==> config.mk <==
export PLATFORM = sky130hd
export DESIGN_NAME = reorder_buffer
export DESIGN_NICKNAME = d
export VERILOG_FILES = /design/src/rtl/reorder_buffer_pkg.sv /design/src/rtl/reorder_buffer.sv
export SDC_FILE = /design/constraint.sdc
export NUM_CORES = 1
export LEC_CHECK = 0
export CORE_MARGIN = 2
export CORE_UTILIZATION = 52
export CTS_CLUSTER_DIAMETER = 40
export CTS_CLUSTER_SIZE = 25
export DETAILED_ROUTE_END_ITERATION = 8
export DONT_BUFFER_PORTS = 1
export GPL_TIMING_DRIVEN = 0
export HOLD_SLACK_MARGIN = 0.02
export PLACE_DENSITY = 0.7
export REMOVE_ABC_BUFFERS = 1
export SLEW_MARGIN = 20
export SYNTH_ARGS = -nofsm -noshare
export SYNTH_HDL_FRONTEND = slang
export SYNTH_SLANG_ARGS = --single-unit
==> constraint.sdc <==
create_clock -name clk -period 8.85 [get_ports clk]
set_input_delay 1.77 -clock clk [delete_from_list [all_inputs] [get_ports clk]]
set_output_delay 1.77 -clock clk [all_outputs]
set_load 0.02 [all_outputs]
==> src/rtl/reorder_buffer_pkg.sv <==
// reorder_buffer_pkg: sizes, the reserved no-tag value and the ROB entry
// layout shared by the reorder buffer and anything that talks ROB tags.
package reorder_buffer_pkg;

    localparam int ROB_TAG_LEN  = 3;
    // One tag value is reserved as "no tag", so the ROB holds one entry
    // fewer than the tag space and is deliberately not a power of two.
    localparam int ROB_SIZE     = (1 << ROB_TAG_LEN) - 1;
    localparam int REG_ADDR_LEN = 5;
    localparam int XLEN         = 32;

    // All-ones tag marks "no producer"; it is never allocated.
    localparam logic [ROB_TAG_LEN-1:0] NO_TAG = '1;

    typedef struct packed {
        logic                    busy;
        logic                    ready;
        logic [REG_ADDR_LEN-1:0] dest;
        logic [XLEN-1:0]         value;
    } ROB_ENTRY;

endpackage

==> src/rtl/reorder_buffer.sv <==
// reorder_buffer: circular reorder buffer for the Tomasulo core. Hands out
// ROB tags at dispatch, captures CDB results, and retires entries in program
// order through the commit/return handshake.
module reorder_buffer
    import reorder_buffer_pkg::*;
(
    input  logic                    clk,
    input  logic                    reset,
    input  logic                    flush,
    input  logic                    dispatch_valid,
    input  logic [REG_ADDR_LEN-1:0] dispatch_dest,
    output logic                    dispatch_ready,
    output logic                    assign_flag,
    output logic [ROB_TAG_LEN-1:0]  assign_rob_tag,
    input  logic                    cdb_valid,
    input  logic [ROB_TAG_LEN-1:0]  cdb_rob_tag,
    input  logic [XLEN-1:0]         cdb_value,
    input  logic [ROB_TAG_LEN-1:0]  read_tag1,
    input  logic [ROB_TAG_LEN-1:0]  read_tag2,
    output logic [XLEN-1:0]         read_value1,
    output logic [XLEN-1:0]         read_value2,
    output logic                    return_flag,
    output logic [REG_ADDR_LEN-1:0] reg_addr_from_rob,
    output logic [ROB_TAG_LEN-1:0]  rob_tag_from_rob,
    output logic [XLEN-1:0]         commit_value,
    output logic [ROB_TAG_LEN-1:0]  count
);

    localparam logic [ROB_TAG_LEN-1:0] LAST_IDX  = ROB_TAG_LEN'(ROB_SIZE - 1);
    localparam logic [ROB_TAG_LEN-1:0] FULL_CNT  = ROB_TAG_LEN'(ROB_SIZE);

    ROB_ENTRY                entries_q [ROB_SIZE];
    ROB_ENTRY                entries_d [ROB_SIZE];
    logic [ROB_TAG_LEN-1:0]  head_q, head_d;
    logic [ROB_TAG_LEN-1:0]  tail_q, tail_d;
    logic [ROB_TAG_LEN-1:0]  count_q, count_d;

    // The size is not a power of two, so wrapping needs an explicit compare
    // against the last index rather than letting the pointer overflow.
    function automatic logic [ROB_TAG_LEN-1:0] nextPtr(input logic [ROB_TAG_LEN-1:0] ptr);
        return (ptr == LAST_IDX) ? '0 : ptr + 1'b1;
    endfunction

    // A tag names a real entry only if it is not the reserved value and
    // lies inside the buffer.
    function automatic logic tagValid(input logic [ROB_TAG_LEN-1:0] tag);
        return (tag != NO_TAG) && (tag < FULL_CNT);
    endfunction

    // Handshake flags: no same-cycle bypass, so a full ROB refuses dispatch
    // even when the head is retiring this cycle.
    always_comb begin
        dispatch_ready = (count_q < FULL_CNT);
        assign_flag    = dispatch_valid & dispatch_ready;
        assign_rob_tag = tail_q;
        return_flag    = entries_q[head_q].busy & entries_q[head_q].ready;
        count          = count_q;
    end

    // Commit outputs show the head entry only while it is retiring.
    always_comb begin
        reg_addr_from_rob = '0;
        rob_tag_from_rob  = '0;
        commit_value      = '0;
        if (return_flag) begin
            reg_addr_from_rob = entries_q[head_q].dest;
            rob_tag_from_rob  = head_q;
            commit_value      = entries_q[head_q].value;
        end
    end

    // Operand lookups for the rename stage; invalid tags read as zero.
    always_comb begin
        read_value1 = '0;
        read_value2 = '0;
        if (tagValid(read_tag1)) begin
            read_value1 = entries_q[read_tag1].value;
        end
        if (tagValid(read_tag2)) begin
            read_value2 = entries_q[read_tag2].value;
        end
    end

    // Next-state: flush squashes everything; otherwise CDB capture, head
    // retirement and tail allocation can all happen in the same cycle.
    always_comb begin
        entries_d = entries_q;
        head_d    = head_q;
        tail_d    = tail_q;
        count_d   = count_q;
        if (flush) begin
            for (int i = 0; i < ROB_SIZE; i++) begin
                entries_d[i].busy  = 1'b0;
                entries_d[i].ready = 1'b0;
            end
            head_d  = '0;
            tail_d  = '0;
            count_d = '0;
        end else begin
            if (cdb_valid && tagValid(cdb_rob_tag) && entries_q[cdb_rob_tag].busy) begin
                entries_d[cdb_rob_tag].ready = 1'b1;
                entries_d[cdb_rob_tag].value = cdb_value;
            end
            if (return_flag) begin
                entries_d[head_q].busy = 1'b0;
                head_d                 = nextPtr(head_q);
            end
            if (assign_flag) begin
                entries_d[tail_q].busy  = 1'b1;
                entries_d[tail_q].ready = 1'b0;
                entries_d[tail_q].dest  = dispatch_dest;
                entries_d[tail_q].value = '0;
                tail_d                  = nextPtr(tail_q);
            end
            count_d = count_q + ROB_TAG_LEN'(assign_flag) - ROB_TAG_LEN'(return_flag);
        end
    end

    // State register; reset discards every entry immediately.
    always_ff @(posedge clk or posedge reset) begin
        if (reset) begin
            for (int i = 0; i < ROB_SIZE; i++) begin
                entries_q[i] <= '0;
            end
            head_q  <= '0;
            tail_q  <= '0;
            count_q <= '0;
        end else begin
            entries_q <= entries_d;
            head_q    <= head_d;
            tail_q    <= tail_d;
            count_q   <= count_d;
        end
    end

endmodule

* Word level (Yosys, flattened, before mapping)
Index checks and enable logic that the tools add are counted. W data, S select, Z words.
Operators by class: add/subtract/negate cells 4, multiply operators 0, divide/modulo/power cells 0, order comparisons 12, equality and inequality tests 5, shift operators 0, mux-type cells 57, bitwise logic cells 7, reductions and logical operators 10
Operators by type and width (number):
- $bwmux W273 | 7
- $mux W273 | 5
- $demux W39 S3 | 7
- $bmux W39 S3 | 4
- $mux W32 | 9
- $mux W39 | 6
- $mux W38 | 2
- $mux W37 | 1
- $mux W3 | 8
- $ge A4 B4 Y1 const B | 5
- $not A3 Y4 | 5
- $mux W2 | 7
- $lt A3 B3 Y1 const B | 4
- $lt A4 B1 Y1 const B | 3
- $ne A3 B3 Y1 const B | 3
- $logic_and A1 B1 Y1 | 8
- $add A3 B1 Y3 const B | 2
- $eq A3 B3 Y1 const B | 2
- $mux W5 | 1
- $reduce_bool A2 Y1 | 2
- $add A3 B1 Y3 | 1
- $sub A3 B1 Y3 | 1
- $and A1 B1 Y1 | 2
Storage, ports and cells: bits in registers 282, latch bits 0, RAM bits 0, bits in read-only memories 0, input bits 51, output and inout bits 113, logic and storage cells 126, memories 0

* Longest topological paths before layout
Gate-level depths: netlist of run 1.
depth in word-level cells 18, mapped depth 13, depth with buffers taken out 11

* Worst setup path after synthesis of run 1
No wires, ideal clock.
path kind input-to-output, from in read_tag1[0], to out read_value1[10], arrival time 3.140 ns, slack 3.940 ns, stages 4, buffers on the path 2, cell sequence buf_2 -> buf_2 -> mux4_2 -> mux2_2
Between the ends: word-level cells in the longest chain between the ends 5
RTL lines:
- from (decl) | RTL line reorder_buffer.sv:18 | input logic [ROB_TAG_LEN-1:0] read_tag1,
- $not A3 Y4 (not written as such) | RTL line reorder_buffer.sv:77 | read_value1 = entries_q[read_tag1].value;
- $bmux W39 S3 | RTL line reorder_buffer.sv:77
- $mux W32 (not written as such) (2 in series) | RTL line reorder_buffer.sv:77
- $mux W32 * | RTL line reorder_buffer.sv:76 | if (tagValid(read_tag1)) begin
- to (decl) | RTL line reorder_buffer.sv:20 | output logic [XLEN-1:0] read_value1,
Mark *: on every way between the ends. The rest lies on a longest branch, timed or not. The select of a mux whose other input is x is not followed.

* Worst setup path in the final report of run 1
from reg head_q[1], to out commit_value[26]
Between the ends: word-level cells in the longest chain between the ends 6
RTL lines:
- from (decl) | RTL line reorder_buffer.sv:34 | logic [ROB_TAG_LEN-1:0] head_q, head_d;
- from (signal assigned) | RTL line reorder_buffer.sv:125 | head_q <= '0;
- from (signal assigned) | RTL line reorder_buffer.sv:130 | head_q <= head_d;
- $not A3 Y4 (not written as such) * | RTL line reorder_buffer.sv:56, reorder_buffer.sv:68
- $bmux W39 S3 * | RTL line reorder_buffer.sv:56, reorder_buffer.sv:68
- $mux W39 (not written as such) * (2 in series) | RTL line reorder_buffer.sv:68 | commit_value = entries_q[head_q].value;
- $and A1 B1 Y1 | RTL line reorder_buffer.sv:56 | return_flag = entries_q[head_q].busy & entries_q[head_q].ready;
- $mux W32 * | RTL line reorder_buffer.sv:65 | if (return_flag) begin
- to (decl) | RTL line reorder_buffer.sv:25 | output logic [XLEN-1:0] commit_value,
Marks and branches as above.

==> results of run 1 <==
[critical path, delay by kind of cell (launching register included)]
kind | cells | cell delay (ns)
compound gates | 1 | 0.10
flops | 1 | 0.63
simple gates | 2 | 1.48
buf+inv | 3 | 0.88
[worst max path at each step]
stage | startpoint | endpoint | slack (ns)
4_1_cts | head_q[0]$_DFFE_PP0P_ | commit_value[2] | 3.51
3_3_place_gp | reset | entries_q[244]$_DFFE_PP0N_ | -3.79
2_1_floorplan | reset | assign_rob_tag[0]$_DFFE_PP0P_ | -0.70
5_1_grt | head_q[0]$_DFFE_PP0P_ | commit_value[2] | 3.36
3_5_place_dp | read_tag1[0] | read_value1[31] | 3.98
6_report | head_q[1]$_DFFE_PP0P_ | commit_value[26] | 3.43
[registers in the layout, summed over array words and instances (netlist names)]
register,cells
entries_q,273
assign_rob_tag,3
head_q,3
count,3
[per-stage QoR]
| step | area [sq um] | setup TNS [ns] | instances |
|---|---|---|---|
| after floorplan | 15600 | -197.09 | 1188 |
| after global placement | 16100 | -1166.29 | 1584 |
| after detailed placement | 17000 | 0 | 1628 |
| after CTS | 18400 | 0 | 1704 |
| after global routing | 18400 | 0 | 1704 |
| final | 18400 | 0 | 1704 |
[per-layer routing]
layer | global-route usage | wire length, um | up-vias
li1 | - | - | 5098
met1 | 0.432 | 20200 | 6258
met2 | 0.479 | 23200 | 682
met3 | 0.0827 | 5420 | 129
met4 | 0.0919 | 1480 | 0
met5 | 0 | 0 | -
[layout by cell type (no fill, tap or decap), types with 4 or more instances in the layout]
master / n
inv_1: 10
nor2b_1: 5
clkbuf_16: 42
buf_12: 4
nand3_1: 5
clkbuf_8: 6
clkinv_2: 5
nand2_1: 79
nor3_1: 43
nor2_1: 56
mux2i_1: 69
mux4_2: 101
buf_6: 12
a21oi_1: 10
mux2_2: 135
buf_16: 14
clkinvlp_4: 10
a22o_1: 224
buf_4: 8
a221oi_1: 40
nor3b_4: 4
inv_6: 4
o21ai_4: 4
buf_8: 5
o21ai_0: 66
dfrtp_1: 279
[where the power goes]
group          switching, W  internal [W]
clock network      0.000646      0.000990
logic             0.0000885      0.000103
registers         0.0000362       0.00133
[final cells by class]
cell class	instances	area, sq um	share of cell area
clock buffer	50	1140	0.0622
clock inverter	26	249	0.0136
inverter	14	62.6	0.00341
multi-input combinational	892	8600	0.468
sequential	282	7070	0.385
tap	396	495	0.0270
timing repair buffer	44	741	0.0404
[synthesized netlist by cell type, drive strengths merged (7+ instances only)]
master	instances
a22o	224
nor2b	7
inv	14
mux4	101
mux2i	69
nor2	58
clkbuf	54
o21ai	70
a21oi	10
nor3	47
mux2	135
a221oi	40
buf	76
dfrtp	282
nand2	79
[kinds of logic after synthesis]
kind of cell	Yosys count	share of synthesized area
AOI/OAI and AO/OA	364	0.178
xor gates and xnor gates	1	0.000542
adders and majority gates	4	0.00356
buffers and inverters	144	0.0393
DFF	282	0.437
muxes	305	0.278
and+or+nand+nor	218	0.0644
==> results.py, run 1 <==
metrics = {
    "outcome": {
        "status": "completed",
    },
    "place": {
        "post-dp-hpwl_um": 30700,
        "gp_congestion": 0.799,
        "place_ws_ns": 3.98,
        "io_buffers": 0,
    },
    "pwr": {
        "total_power_w": 0.00320,
        "leakagePower_nw": 7.92,
        "power.density_nw_per_um2": 174,
        "vdd_drop_max_mv": 0.148,
    },
    "setup_path": {
        "reg2regPathDepth": 12,
        "end_kind": "output port",
        "crit_arrival_ns": 3.65,
        "crit_chain": "buf_12, inv_4, nor2_4, buf_16, a221oi_1, nor3_1",
        "crit_path_max_incr_delay_ns": 0.84,
        "path_class": "register to output port",
        "crit_fanout": 44,
        "slowest_stage": "nor3_1",
        "ff2ff_setup_slack_ns": 5.05,
        "worstSetupStartpointType": "register",
        "r2r-start": "head_q[0]$_DFFE_PP0P_",
        "timing.rr.end": "count[2]$_DFF_PP0_",
        "crit_required_ns": 7.08,
    },
    "clock_tree": {
        "cts_max_level": 2,
        "cts_sinks": 282,
        "cts_tree": "yes",
        "postCtsSetupBuffers": 0,
        "insertion_delay_ns": 0.55,
        "cts_buffer_depth": 3,
        "cts_hold_buf": 0,
        "cts_resized": 0,
        "clock-root-buffer": "clkbuf_16",
        "cts_buffers": 42,
        "path_clk_slew_ns": 0.05,
    },
    "timing": {
        "rsz0062_at_grt": "no",
        "hold_violations": 0,
        "setup_violations": 0,
        "setup_slack_ns": 3.43,
        "whs_ns": 0.500,
        "tightest_slew_ns": 1.12,
        "drv_slew": 0,
        "slew_headroom": 0.252,
        "period_share": 0.612,
        "fmax_mhz": 185,
        "period_minus_slack_ns": 5.42,
        "fin_skew_ns": 0.0182,
    },
    "floorplan": {
        "core-area_sq_um": 30600,
        "ioPinCount": 164,
        "std_cell_rows": 64,
        "initial_core_util": 0.528,
        "die_x_um": 180,
        "dieHeight_um": 180,
        "dieArea_sq_um": 32500,
    },
    "route": {
        "firstDrtPassIters": 5,
        "drc": 0,
        "ant_nets": 0,
        "dr.first_iter.drc_count": 1152,
        "wl_per_cell_um": 29.5,
        "via_count": 12200,
        "wirelength_um": 50300,
        "vias_per_cell": 7.14,
    },
    "global_routing": {
        "grtUsageTotal": 0.309,
        "grt_pass1_vias": 12400,
        "grt_pass1_wl_um": 78000,
        "grt_antenna_before_repair": 0,
        "grt_max_degree": 105,
        "overflow": 0,
    },
    "flow_run": {
        "maxCapViolCount": 0,
    },
    "hold_path": {
        "min_path_type": "register to register",
        "hold_path_startpoint": "entries_q[153]$_DFFE_PP0P_",
        "min_to": "entries_q[153]$_DFFE_PP0P_",
        "whs_path_depth": 1,
    },
    "finish": {
        "drive_gt1_frac": 0.298,
        "layout.nets": 1331,
        "fin_util": 0.600,
        "n_fill_cell": 2401,
        "syn2layout_area_growth_pct": 13.6,
        "diodes": 0,
    },
    "yosys": {
        "synth_area_leaders": "dfrtp_1 (44%), mux4_2 (14%), a22o_1 (12%), mux2_2 (9.4%), mux2i_1 (4.3%)",
        "yosysSeqAreaShare": 0.437,
        "syn_area_sq_um": 16200,
        "avgSynthCellArea_sq_um": 12.3,
        "yosysWarnings": 0,
        "synth.distinct_cells": 50,
        "async_flop_share": 1.00,
        "syn_inst": 1318,
        "synth_top_area_cell": "dfrtp_1",
        "synth-edff-count": 0,
        "synth-seq-cells": 282,
        "synth_top_area_frac": 0.437,
        "ys.flop_type": "dfrtp_1",
    },
}
Power figures use the tool's default switching activity.
==> run 2: changes to the inputs <==
--- a/config.mk
+++ b/config.mk
@@ -13,7 +13,7 @@
 export DONT_BUFFER_PORTS = 1
 export GPL_TIMING_DRIVEN = 0
 export HOLD_SLACK_MARGIN = 0.02
-export PLACE_DENSITY = 0.7
+export PLACE_DENSITY = 0.67
 export REMOVE_ABC_BUFFERS = 1
 export SLEW_MARGIN = 20
 export SYNTH_ARGS = -nofsm -noshare
==> constraint.sdc (replaced) <==
create_clock -name clk -period 5.4 [get_ports clk]
set_input_delay 1.08 -clock clk [delete_from_list [all_inputs] [get_ports clk]]
set_output_delay 1.08 -clock clk [all_outputs]
set_load 0.02 [all_outputs]
==> run 2 against run 1 <==
Net effect:
- critical path depth up 2
- clock skew up 0.0034 ns
- cell count unchanged
- worst setup slack worse by 2.6 ns
- via count up 1.2%
- sequential cell count unchanged
- sequential share of layout area down 0.16 points
- global-route usage about the same
- non-clock buffer count unchanged
- utilization up 0.26 points
- clock power up 67%
- largest cell class unchanged
==> results.py, run 2 (same netlist as run 1, synthesis figures left out) <==
metrics = {
    "outcome": {
        "status": "completed",
    },
    "timing": {
        "fmax_mhz": 217,
        "fin_skew_ns": 0.0216,
        "rsz0062_at_grt": "no",
        "hold_violations": 0,
        "period_share": 0.853,
        "period_minus_slack_ns": 4.60,
        "setup_violations": 0,
        "slew_headroom": 0.247,
        "drv_slew": 0,
        "whs_ns": 0.341,
        "tightest_slew_ns": 1.13,
    },
    "setup_path": {
        "cp_top_family": "buffers and inverters",
        "worst_path_most_repeated_cell": "buf_4",
        "path_class": "register to output port",
        "path_buf_inv": 4,
        "timing.rr.end": "count[2]$_DFF_PP0_",
        "end_kind": "output port",
        "r2r-start": "head_q[0]$_DFFE_PP0P_",
        "crit_required_ns": 4.32,
        "crit_fanout": 37,
        "crit_path_max_incr_delay_ns": 0.73,
        "crit_chain": "buf_16, mux2i_1, o211ai_1, o211ai_1, buf_4, buf_4, buf_4, nor3_1",
        "crit_arrival_ns": 3.52,
        "reg2regPathDepth": 12,
        "worstSetupStartpointType": "register",
        "slowest_stage": "dfrtp_4",
        "ff2ff_setup_slack_ns": 1.85,
    },
    "global_routing": {
        "grt_pass1_vias": 12400,
        "grt_pass1_wl_um": 78000,
        "grt_antenna_before_repair": 0,
        "grt_max_degree": 88,
        "overflow": 0,
        "grtUsageTotal": 0.310,
    },
    "clock_tree": {
        "cts_resized": 0,
        "cts_buffers": 41,
        "postCtsSetupBuffers": 0,
        "cts_buffer_depth": 3,
        "path_clk_slew_ns": 0.06,
        "cts_sinks": 282,
        "cts_hold_buf": 0,
        "clock-root-buffer": "clkbuf_16",
        "cts_tree": "yes",
        "insertion_delay_ns": 0.53,
        "cts_max_level": 2,
    },
    "pwr": {
        "total_power_w": 0.00530,
        "comb_power_share": 0.060,
        "leakagePower_nw": 7.98,
        "netSwitchingFraction": 0.243,
        "internal_power_w": 0.00402,
        "vdd_drop_max_mv": 0.240,
        "clockPowerShare": 0.516,
        "power.density_nw_per_um2": 288,
        "p_sw_w": 0.00129,
        "p_seq_frac": 0.423,
    },
    "route": {
        "firstDrtPassIters": 5,
        "via_count": 12300,
        "wirelength_um": 50500,
        "vias_per_cell": 7.23,
        "ant_nets": 0,
        "wl_per_cell_um": 29.6,
        "drc": 0,
        "dr.first_iter.drc_count": 1184,
    },
    "floorplan": {
        "initial_core_util": 0.528,
        "dieHeight_um": 180,
        "ioPinCount": 164,
        "dieArea_sq_um": 32500,
        "core-area_sq_um": 30600,
        "std_cell_rows": 64,
        "die_x_um": 180,
    },
    "finish": {
        "seqCellArea_sq_um": 7070,
        "layout_common_cells": "dfrtp_1 (279), a22o_1 (224), mux2_2 (135), mux4_2 (101), nand2_1 (79)",
        "n_fill_cell": 2409,
        "finish.instance_area_sq_um": 18400,
        "diodes": 0,
        "regMostFlops": "entries_q",
        "final_common_cell": "dfrtp_1",
        "multi_input_comb_area_sq_um": 8600,
        "syn2layout_area_growth_pct": 14.0,
        "drive_gt1_frac": 0.300,
        "layout.nets": 1330,
        "largest_register_ffs": 273,
    },
    "place": {
        "post-dp-hpwl_um": 30700,
        "io_buffers": 0,
        "dpl_cell_area_sq_um": 17000,
        "gp_congestion": 0.787,
    },
    "flow_run": {
        "maxCapViolCount": 0,
    },
    "hold_path": {
        "min_path_type": "input port to async pin",
    },
}
-- run 2: how the worst max path moves through the flow --
stage                           from                            end  cells after the start
2_1_floorplan                  reset  assign_rob_tag[0]$_DFFE_PP0P_                      1
3_3_place_gp                   reset      entries_q[67]$_DFFE_PP0N_                      1
3_5_place_dp   head_q[0]$_DFFE_PP0P_               commit_value[16]                      8
4_1_cts        head_q[0]$_DFFE_PP0P_               commit_value[16]                      8
5_1_grt        head_q[0]$_DFFE_PP0P_               commit_value[22]                      8
6_report       head_q[0]$_DFFE_PP0P_               commit_value[16]                      8
-- run 2: layer usage --
layer  track usage  vias to the layer above  routed length, um
li1              -                     5117                  -
met1         0.439                     6375              20200
met2         0.482                      722              23500
met3        0.0740                       98               5600
met4        0.0839                        0               1230
met5             0                        -                  0
-- run 2: cell type report --
cell class | count | share of cell area
clock inverters | 31 | 0.0170
well taps | 396 | 0.0269
clock buffers | 45 | 0.0599
inverters | 14 | 0.00339
flip-flops and latches | 282 | 0.383
repair buffers | 44 | 0.0430
multi-input cells | 892 | 0.466
-- run 2: power groups by stage --
stage	sequential, W	clock, W	combinational (W)
after global placement	0.00228	0	0.000283
after floorplan	0.00227	0	0.000240
after CTS	0.00225	0.00277	0.000322
after global routing	0.00225	0.00286	0.000346
final	0.00225	0.00274	0.000319
after detailed placement	0.00228	0	0.000321
-- run 2: through the flow --
step / setup WS, ns / cells / setup TNS, ns / utilization
floorplan: -3.46 / 1188 / -1019.33 / -
global placement: -6.55 / 1584 / -2187.84 / 0.526
detailed placement: 1.36 / 1628 / 0 / 0.556
CTS: 0.784 / 1704 / 0 / 0.603
global route: 0.686 / 1704 / 0 / 0.603
finish: 0.796 / 1704 / 0 / 0.603
